## src/rtl/mux4to1_pkg.sv

```systemverilog
// Shared definitions for the registered 4-to-1 selector: select encodings
// and the default data width.
package mux4to1_pkg;

    localparam int DEFAULT_WIDTH = 8;

    localparam logic [1:0] SEL_IN1  = 2'b00;
    localparam logic [1:0] SEL_IN2  = 2'b01;
    localparam logic [1:0] SEL_IN3  = 2'b10;
    localparam logic [1:0] SEL_RSVD = 2'b11;

endpackage

```

## src/rtl/mux4to1_core.sv

```systemverilog
// Purely combinational selector: picks one of three data words, or a defined
// zero word plus an invalid flag for the reserved code.
module mux4to1_core
    import mux4to1_pkg::*;
#(
    parameter int WIDTH = DEFAULT_WIDTH
) (
    input  logic [1:0]       selector,
    input  logic [WIDTH-1:0] in1,
    input  logic [WIDTH-1:0] in2,
    input  logic [WIDTH-1:0] in3,
    output logic [WIDTH-1:0] next_data,
    output logic             next_invalid
);

    // Anything outside the three legal codes falls to the zero leg, so the
    // reserved code never propagates an undefined word downstream.
    always_comb begin
        next_data = '0;
        case (selector)
            SEL_IN1: next_data = in1;
            SEL_IN2: next_data = in2;
            SEL_IN3: next_data = in3;
            default: next_data = '0;
        endcase
    end

    assign next_invalid = (selector == SEL_RSVD);

endmodule

```

## src/rtl/mux4to1_8bits.sv

```systemverilog
// Registered 4-to-1 steering point: the combinational core followed by an
// output register with asynchronous active-high reset.
module mux4to1_8bits
    import mux4to1_pkg::*;
#(
    parameter int WIDTH = DEFAULT_WIDTH
) (
    input  logic             clk,
    input  logic             reset,
    input  logic [1:0]       selector,
    input  logic [WIDTH-1:0] in1,
    input  logic [WIDTH-1:0] in2,
    input  logic [WIDTH-1:0] in3,
    output logic [WIDTH-1:0] outData,
    output logic             selInvalid
);

    logic [WIDTH-1:0] nextData;
    logic             nextInvalid;

    mux4to1_core #(
        .WIDTH(WIDTH)
    ) core (
        .selector    (selector),
        .in1         (in1),
        .in2         (in2),
        .in3         (in3),
        .next_data   (nextData),
        .next_invalid(nextInvalid)
    );

    // Reset clears the register at once, discarding whatever sample was in flight.
    always_ff @(posedge clk or posedge reset) begin
        if (reset) begin
            outData    <= '0;
            selInvalid <= 1'b0;
        end else begin
            outData    <= nextData;
            selInvalid <= nextInvalid;
        end
    end

endmodule

```

## config.mk

```make
export PLATFORM = sky130hd
export DESIGN_NAME = mux4to1_8bits
export DESIGN_NICKNAME = d
export VERILOG_FILES = /design/src/rtl/mux4to1_pkg.sv /design/src/rtl/mux4to1_core.sv /design/src/rtl/mux4to1_8bits.sv
export SDC_FILE = /design/constraint.sdc
export NUM_CORES = 1
export LEC_CHECK = 0
export ABC_AREA = 1
export BUFFER_PORTS_ARGS = -buffer_cell sky130_fd_sc_hd__buf_4
export CAP_MARGIN = 20
export CORE_AREA = 2 2 39 41
export CTS_CLUSTER_DIAMETER = 30
export DETAILED_ROUTE_END_ITERATION = 10
export DIE_AREA = 0 0 41 43
export PLACE_DENSITY = 0.69
export SYNTH_ARGS = -nofsm -noshare
export SYNTH_HDL_FRONTEND = slang
export SYNTH_HIERARCHICAL = 1
export SYNTH_SLANG_ARGS = --single-unit
```

## constraint.sdc

```tcl
create_clock -name clk -period 0.9 [get_ports clk]
set_input_delay 0.18 -clock clk [delete_from_list [all_inputs] [get_ports clk]]
set_output_delay 0.18 -clock clk [all_outputs]
set_load 0.02 [all_outputs]
```

==> results.md <==
Run status:
- The run finished, with violations left.
- The final reports fail on setup timing.

Critical path:
- The slowest cell on the critical path is dfrtp_1.
- For this run, the slowest stage of the critical path takes 390 ps.
- The sort of element at the start of the critical path is a register.
- STA puts the critical path data arrival time at 790 ps.
- Traced cell by cell, the critical path runs through buf_6.
- Data on the critical path is required at its endpoint by 720 ps.
- The largest fanout of any net on the critical path is 1.
- The critical path startpoint is outData[6]$_DFF_PP0_.
- The type of element capturing the critical path is an output pin.
- The category of the critical setup timing path is reg -> out.
- In this design, the largest share of critical-path delay is due to flip-flops.
- The combined buffer and inverter count along the critical path is 1.

Placed design:
- The count of buffers inserted at the top-level ports is 36.
- Detailed placement finished with a half-perimeter wire length of just under 1000 um.
- The final weighted congestion of routability-driven global placement is 0.709.

Timing:
- The actual transition at the worst max-transition pin is approximately 340 ps.
- The total setup violations reported at the end of the flow is 9.
- Of the available clock period, the critical path in the final layout requires 1.08.
- The number of pins exceeding their max-slew limit in the final report was 0.
- The final hold violation count is 0.
- In this run the tightest slew margin relative to its limit is 0.776.
- Once routing completed, OpenROAD measured the worst setup slack at -69.2 ps.
- The sum of negative setup slack is -361 ps.
- The final critical delay including setup and external delays is a little under 1000 ps.
- Setup repair after global routing could not meet its margin everywhere.
- The hold slack is approximately 130 ps.
- Based on the critical path, the design can be clocked at up to 1030 MHz.

Yosys:
- The Yosys step of the flow raised 6 warnings.
- The post-synthesis instance total is slightly below 50.
- The net count of the mapped netlist is 77.
- The portion of synthesized cell area occupied by the leading cell type is 0.533.
- The synthesized flop and latch total is 9.
- The number of distinct library cells after synthesis is 7.
- The dominant cell type by area after synthesis is dfrtp_1.
- By area the synthesized netlist is led by dfrtp_1 (53%), nand3_1 (28%), nand2_1 (8.0%).
- The mapped netlist covers 423 um2.
- The sequential cell area fraction in the yosys report is 0.533.
- The average instance in the mapped netlist occupies 8.63 um2.

Die:
- The floorplan row count is 14.
- The effective utilization at floorplan is 0.306.
- The vertical extent of the die is 43 um.
- The die covers 0.00176 mm2.
- The die width is 41 um.
- Pin placement for this block handled 37 I/O pins.
- The core region is 0.00138 mm2.

Power:
- The share of total power dissipated in sequential elements is 0.431.
- The total net switching power is 285 uW.
- The clock group share of total power is 0.292.
- Of the total power, combinational logic draws 0.278.
- Of the total power, the share spent switching nets is 0.270.
- The total internal power is around 770 uW.
- Across the VDD grid, the largest voltage drop is 0.000611 V.
- Summed over all cells, the static leakage comes to just over 0.4 nW.
- The total power density per cell area is 1390 mW/mm2.

Global routing:
- The first global-routing pass estimated 1880 um of wire.
- For this run the aggregate overflow at the end of global routing stands at 0.
- The aggregate global-route resource usage is 0.160.
- The via count of the first global-routing pass is 429.
- Entering global routing, the biggest net connects 12 pins.
- The number of antenna violations at the first check in global routing came to 0.

Hold path:
- The type of the tightest min-delay check is in -> reg.
- The worst hold path begins at in1[1].

Finish:
- The share of post-route cells with drive strength above 1 is 0.477.
- The most common cell after layout, fill and taps aside is buf_4.
- The area growth from synthesis to layout is 79.9%.
- Fill cells in the final layout number about 130.
- In the layout the commonest cells are buf_4 (27), nand3_1 (24), nand2_1 (9), dfrtp_1 (9), buf_6 (9).
- 0 antenna diodes ended up in the layout.
- The number of nets at the end of the flow is 117.

CTS:
- The maximum level of the CTS H-tree is 1.
- The library cell used as clock root buffer is clkbuf_4.
- TritonCTS created 3 clock buffers.
- CTS saw 9 sinks.
- The clock passes through at most 2 buffers.
- Clock-pin slew was measured on the worst setup and hold paths at 60 ps.
- The CTS tree is built.

Drt:
- The post-route DRC violation count is 0.
- The remaining number of nets flagged by the antenna check after routing is 0.
- The routed layout has 502 vias.
- The average detailed-routed wire length per instance is around 13 um.
- After the first detailed-routing iteration, the DRC count stood at 14.
- The number of detailed-route iterations in the first pass is 5.
- The via count normalized by instance count is between 4 and 5.
- The final routed wirelength across all metal layers is 1310 um.

Flow run:
- The tool flagged a number of max-cap violations equal to 0.
==> kinds of logic (layout without fill, tap and decap cells) <==
kind of cell / count (synthesis) / in the layout / synth area share
AND/OR/NAND/NOR: 34 / 34 / 0.379
buffers and inverters: 6 / 45 / 0.0888
flip-flops: 9 / 9 / 0.533
==> timing repair <==
| action | in CTS | in global routing |
|---|---|---|
| hold buffers | 1 | 0 |
| setup endpoints to repair | 9 | 9 |
| buffers inserted | 0 | 0 |
| hold endpoints to repair | 9 | 0 |
| cloned | 0 | 0 |
| resized for setup | 9 | 0 |
==> layer usage <==
layer	track usage	routed length (um)	up-vias
met1	0.215	484	223
li1	-	-	244
met5	0	0	-
met2	0.209	674	35
met3	0.0419	153	0
met4	0.120	0	0
==> flip-flops by register name, indices dropped and copies added, names as in the netlist <==
signal and flops:
selInvalid 1, outData 8
==> worst paths after layout <==
kind | end | slack [ps] | cells after the start
min in group asynchronous | outData[6]$_DFF_PP0_ | 440 | 3
worst max-delay path | outData[6] | -70 | 1
max in group asynchronous | outData[3]$_DFF_PP0_ | 200 | 3
worst min-delay path | outData[1]$_DFF_PP0_ | 130 | 3
==> power groups by stage <==
stage,clock (mW),combinational (mW),sequential [mW]
floorplan,0,0.0726,0.499
global placement,0,0.267,0.456
detailed placement,0,0.269,0.456
CTS,0.322,0.294,0.455
global route,0.336,0.317,0.458
finish,0.308,0.293,0.455
==> synth_stat cells (all sizes together) <==
cell type   n
buf         2
nand3      24
nand2       9
dfrtp       9
nor2        1
inv         4
==> final cells by class <==
type                       count  area, um2  share of cell area
multi-input combinational     34        160               0.211
inverter                       4       15.0              0.0197
timing repair buffer          37        314               0.413
clock buffer                   4       26.3              0.0345
sequential                     9        225               0.296
tap                           16       20.0              0.0263
==> through the flow <==
stage | power (mW) | std cells | cell area (um2) | util | setup slack (ps)
final | 1.06 | 104 | 761 | 0.550 | -69.2
after global routing | 1.11 | 104 | 761 | 0.550 | -85.3
after CTS | 1.07 | 104 | 761 | 0.550 | -74.5
after detailed placement | 0.725 | 99 | 691 | 0.499 | 33.3
after global placement | 0.723 | 99 | 691 | 0.499 | 68.2
after floorplan | 0.572 | 49 | 423 | - | 304
Power figures use the tool's default switching activity.
